--- config.mk ---
export PLATFORM = sky130hd
export DESIGN_NAME = prom_loader
export DESIGN_NICKNAME = d
export VERILOG_FILES = /design/src/rtl/prom_loader.sv
export SDC_FILE = /design/constraint.sdc
export NUM_CORES = 1
export LEC_CHECK = 0
export ABC_AREA = 1
export BUFFER_PORTS_ARGS = -buffer_cell sky130_fd_sc_hd__buf_2
export CAP_MARGIN = 30
export CORE_UTILIZATION = 35
export DETAILED_ROUTE_END_ITERATION = 7
export HOLD_SLACK_MARGIN = 0.1
export PLACE_DENSITY = 0.51
export REMOVE_ABC_BUFFERS = 1
export SLEW_MARGIN = 5
export SYNTH_ARGS = -nofsm -noshare
export SYNTH_HDL_FRONTEND = slang
export SYNTH_SLANG_ARGS = --single-unit
export TNS_END_PERCENT = 10
--- constraint.sdc ---
create_clock -name CLK_LD -period 2.74 [get_ports CLK_LD]
set_clock_uncertainty 0.05 [all_clocks]
set_input_delay 0.274 -clock CLK_LD [delete_from_list [all_inputs] [get_ports CLK_LD]]
set_output_delay 0.274 -clock CLK_LD [all_outputs]
set_load 0.01 [all_outputs]
--- src/rtl/prom_loader.sv ---
// Program-memory loader for cpu15: reassembles a byte stream into 15-bit words,
// writes them to program memory, verifies a trailing XOR checksum, and stalls the CPU until the load succeeds.
module prom_loader #(
   parameter int unsigned WORDS = 16
) (
   input  logic        CLK_LD,
   input  logic        RESET_N,
   input  logic        START,
   input  logic [7:0]  BYTE_IN,
   input  logic        BYTE_VALID,
   output logic        BYTE_READY,
   output logic        WR_EN,
   output logic [7:0]  WR_ADDR,
   output logic [14:0] WR_DATA,
   output logic        BUSY,
   output logic        DONE,
   output logic        ERR,
   output logic        CPU_HOLD
);

   localparam int unsigned AW = 8;
   localparam int unsigned DW = 15;
   localparam logic [AW-1:0] LAST_ADDR = AW'(WORDS - 1);

   typedef enum logic [2:0] {
      S_IDLE,
      S_HI,
      S_LO,
      S_WRITE,
      S_CSUM,
      S_DONE,
      S_ERROR
   } state_t;

   state_t          state_q;
   logic [AW-1:0]   addr_q;
   logic [7:0]      xor_q;
   logic [6:0]      hi_q;
   logic            ready_q;
   logic            wr_en_q;
   logic [DW-1:0]   wr_data_q;
   logic            busy_q;
   logic            done_q;
   logic            err_q;
   logic            hold_q;

   // ready_q is high exactly in HI/LO/CSUM, so this is the handshake
   logic accept;
   assign accept = BYTE_VALID && ready_q;

   // State machine; every output register is updated alongside its state transition
   always_ff @(posedge CLK_LD or negedge RESET_N) begin
      if (!RESET_N) begin
         state_q   <= S_IDLE;
         addr_q    <= '0;
         xor_q     <= '0;
         hi_q      <= '0;
         ready_q   <= 1'b0;
         wr_en_q   <= 1'b0;
         wr_data_q <= '0;
         busy_q    <= 1'b0;
         done_q    <= 1'b0;
         err_q     <= 1'b0;
         hold_q    <= 1'b1;
      end else begin
         wr_en_q <= 1'b0;
         case (state_q)
            S_IDLE, S_DONE, S_ERROR: begin
               if (START) begin
                  state_q <= S_HI;
                  addr_q  <= '0;
                  xor_q   <= '0;
                  done_q  <= 1'b0;
                  err_q   <= 1'b0;
                  hold_q  <= 1'b1;
                  busy_q  <= 1'b1;
                  ready_q <= 1'b1;
               end
            end
            S_HI: begin
               if (accept) begin
                  if (BYTE_IN[7]) begin
                     state_q <= S_ERROR;
                     err_q   <= 1'b1;
                     ready_q <= 1'b0;
                     busy_q  <= 1'b0;
                  end else begin
                     state_q <= S_LO;
                     hi_q    <= BYTE_IN[6:0];
                     xor_q   <= xor_q ^ BYTE_IN;
                  end
               end
            end
            S_LO: begin
               if (accept) begin
                  state_q   <= S_WRITE;
                  wr_data_q <= {hi_q, BYTE_IN};
                  xor_q     <= xor_q ^ BYTE_IN;
                  wr_en_q   <= 1'b1;
                  ready_q   <= 1'b0;
               end
            end
            S_WRITE: begin
               ready_q <= 1'b1;
               if (addr_q == LAST_ADDR) begin
                  state_q <= S_CSUM;
               end else begin
                  state_q <= S_HI;
                  addr_q  <= addr_q + AW'(1);
               end
            end
            S_CSUM: begin
               if (accept) begin
                  ready_q <= 1'b0;
                  busy_q  <= 1'b0;
                  if (BYTE_IN == xor_q) begin
                     state_q <= S_DONE;
                     done_q  <= 1'b1;
                     hold_q  <= 1'b0;
                  end else begin
                     state_q <= S_ERROR;
                     err_q   <= 1'b1;
                  end
               end
            end
            default: begin
               state_q <= S_IDLE;
               ready_q <= 1'b0;
               busy_q  <= 1'b0;
               hold_q  <= 1'b1;
            end
         endcase
      end
   end

   assign BYTE_READY = ready_q;
   assign WR_EN      = wr_en_q;
   assign WR_ADDR    = addr_q;
   assign WR_DATA    = wr_data_q;
   assign BUSY       = busy_q;
   assign DONE       = done_q;
   assign ERR        = err_q;
   assign CPU_HOLD   = hold_q;

endmodule
==> flow_metrics.env <==
export IMPL_status="finished, violations left"
export IMPL_violations="design-rule violations"
export IMPL_critPathLaunchType="flop"
export IMPL_synth_area_leaders="dfrtp_1, nand2_1, inv_1, o21ai_0, nor2_1"
export IMPL_tns_ns=0
export IMPL_gp_congestion=0.791
export IMPL_ys_seq_elements=47
export IMPL_grt_remaining_overflow=0
export IMPL_ant_nets=0
export IMPL_drt_pass1_iter_count=6
export IMPL_cts_buffers=5
export IMPL_wire_per_inst_um=11.5
export IMPL_synth_area_mm2=0.00237
export IMPL_cts_htree_levels=2
export IMPL_powerDensity_mw_per_mm2=989
export IMPL_drc_errors=6
export IMPL_synth_common_cells="nand2_1, dfrtp_1, inv_1, o21ai_0, nor2_1"
export IMPL_placedCellCount=428
export IMPL_die_area_mm2=0.00710
export IMPL_core_mm2=0.00646
export IMPL_antenna_found_initial=0
export IMPL_hp_class="in -> reg"
export IMPL_synth_top_family_by_area="simple AND/OR/NAND/NOR gates"
export IMPL_top_layer_used="met4"
export IMPL_vdd_drop_max_mv=0.502
export IMPL_crit_arrival_ns=1.94
export IMPL_rsz0062_at_grt="no"
export IMPL_die_x_um=84.3
export IMPL_min_path_cells=3
export IMPL_synth_mux_area_fraction_pct=0
export IMPL_synthToLayoutAreaGrowth_pct=16.5
export IMPL_finalNetCount=373
export IMPL_antenna_cells=0
export IMPL_fmax_mhz=563
export IMPL_grt_max_degree=24
export IMPL_netlist_area_leader_share_pct=48.6
export IMPL_cts_tree="yes"
export IMPL_ys_seq_area_share_pct=49.7
export IMPL_dp_hpwl_um=3710
export IMPL_power_total_uw=2730
export IMPL_synth_top_cell_by_area="dfrtp_1"
export IMPL_hold_buffers=1
export IMPL_grt_use_total_pct=15.5
export IMPL_holdWs_ns=0.210
export IMPL_met3_length_um=175
export IMPL_r2r_start="state_q[1]$_DFFE_PN0P_"
export IMPL_yosys_warnings=0
export IMPL_grt_pass1_wl_um=8780
export IMPL_async_flop_share_pct=100
export IMPL_synthAdderAreaFrac_pct=1.37
export IMPL_synthFlopType="dfrtp_1"
export IMPL_post_cts_repair_setup_buffers=0
export IMPL_slew_viol_final=0
export IMPL_grt_pass1_vias=1927
export IMPL_slowest_delay_ns=0.43
export IMPL_routed_via_count=2010
export IMPL_wl_met2_um=2240
export IMPL_r2r_setup_slack_ns=0.96
export IMPL_maxSlewHeadroom_pct=57.8
export IMPL_synth_edff_count=0
export IMPL_synth_compound_area_share_pct=7.07
export IMPL_die_y_um=84.3
export IMPL_crit_chain="inv_1 -> nor2_4 -> nand2_2 -> nor2_4 -> inv_1 -> o21ai_0"
export IMPL_r2r_end="WR_DATA[6]$_DFFE_PN0P_"
export IMPL_leakagePower_uw=0.00154
export IMPL_cts_root_buf="clkbuf_8"
export IMPL_yosysMostFrequentCell="nand2_1"
export IMPL_ios=41
export IMPL_reg2regPathDepth=6
export IMPL_synthCells=313
export IMPL_synth_distinct_cells=24
export IMPL_cts_max_path_buffers=2
export IMPL_fin_crit_sh_pct=64.8
export IMPL_synth_simple_area_share_pct=32.4
export IMPL_required_ns=2.91
export IMPL_hold_path_startpoint="BYTE_IN[6]"
export IMPL_finalHoldViolCount=0
export IMPL_max_cap_viol_count=0
export IMPL_cts_resized=0
export IMPL_endpoint_kind="flop"
export IMPL_start_util_pct=36.7
export IMPL_clock_sinks=47
export IMPL_tightest_slew_ns=0.632
export IMPL_crit_type="reg -> reg"
export IMPL_setup_viol=0
export IMPL_critPathMaxFanout=23
export IMPL_synth_xor_area_share_pct=2.22
export IMPL_clk_latency_ns=0.30
export IMPL_fin_ws_ns=0.964
export IMPL_layout_cells_non_filler=437
export IMPL_pre_cts_ws_ns=0.913
export IMPL_vias_per_cell=4.60
export IMPL_clkTransAtPathRegs_ns=0.10
export IMPL_rows=29
export IMPL_synth_avg_cell_area_um2=7.57
export IMPL_portBuffers=40
export IMPL_fin_crit_ns=1.78
export IMPL_wl_met1_um=2530
export IMPL_wirelength_um=5000
export IMPL_layout_drive_gt1_share_pct=17.5
export IMPL_drt_initial_drc_count=79
export IMPL_slowest_stage="dfrtp_1"
export IMPL_holdPathEnd="hi_q[6]$_DFFE_PN0P_"
## cells by family (layout without fill, tap and decap cells)
family | after synthesis | count (layout)
compound gates | 33 | 33
xor+xnor | 6 | 6
fa+ha+maj | 2 | 2
buf+inv | 43 | 90
flops | 47 | 47
simple gates | 182 | 182
## layout make-up
class	instances	area, um^2
inverter	39	146
clock buffer	6	82.6
clock inverter	2	13.8
timing repair buffer	43	225
sequential	47	1180
multi-input combinational	223	1020
fill	690	3700
tap	77	96.3
## per-layer routing
| metal | vias to the layer above | GRT usage [%] |
|---|---|---|
| li1 | 1054 | - |
| met4 | 0 | 5.17 |
| met2 | 39 | 25.1 |
| met1 | 910 | 21.0 |
| met5 | - | 0 |
| met3 | 7 | 2.95 |
## stage by stage
stage	area [um^2]	utilization [%]
6_report	2760	42.8
2_1_floorplan	2340	-
3_5_place_dp	2660	41.1
5_1_grt	2760	42.8
4_1_cts	2760	42.8
3_3_place_gp	2660	41.1
## cells in the final DEF (no fill, tap or decap), drive strengths merged
master,instances
clkbuf,6
nand3b,1
inv,40
xnor2,2
dfrtp,46
fa,1
ha,1
a21oi,1
xor2,4
o31ai,1
nand3,14
dfstp,1
or2,2
dlygate4sd3,1
o21ai,31
nand2,141
nand4,3
clkinv,1
buf,42
nor2,21
## power breakdown
group	switching (uW)	internal (uW)
Combinational	768	415
Clock	249	207
Sequential	159	933
## worst max path at each step
stage / depth (start not counted) / startpoint / slack [ns] / endpoint
2_1_floorplan: 7 / state_q[1]$_DFFE_PN0P_ / 1.32 / WR_DATA[0]$_DFFE_PN0P_
3_3_place_gp: 7 / state_q[1]$_DFFE_PN0P_ / 0.91 / WR_DATA[5]$_DFFE_PN0P_
6_report: 6 / state_q[1]$_DFFE_PN0P_ / 0.96 / WR_DATA[6]$_DFFE_PN0P_
5_1_grt: 7 / state_q[1]$_DFFE_PN0P_ / 0.72 / WR_DATA[3]$_DFFE_PN0P_
3_5_place_dp: 6 / state_q[1]$_DFFE_PN0P_ / 0.91 / WR_DATA[6]$_DFFE_PN0P_
4_1_cts: 6 / state_q[1]$_DFFE_PN0P_ / 0.88 / WR_DATA[6]$_DFFE_PN0P_
## critical path: cells and delay by family (launching register included)
kind,cells,cell delay (ns)
AOI/OAI and AO/OA,1,0.29
and+or+nand+nor,3,0.44
buffers and inverters,2,0.47
DFF,1,0.43
## flip-flops by register name, indices dropped and copies added (netlist names)
signal and flops:
WR_DATA 15, xor_q 8, WR_ADDR 8, BYTE_READY 1, WR_EN 1, ERR 1, DONE 1, CPU_HOLD 1
BUSY 1, hi_q 7, state_q 3
No activity file was read; power rests on OpenSTA's default activity.
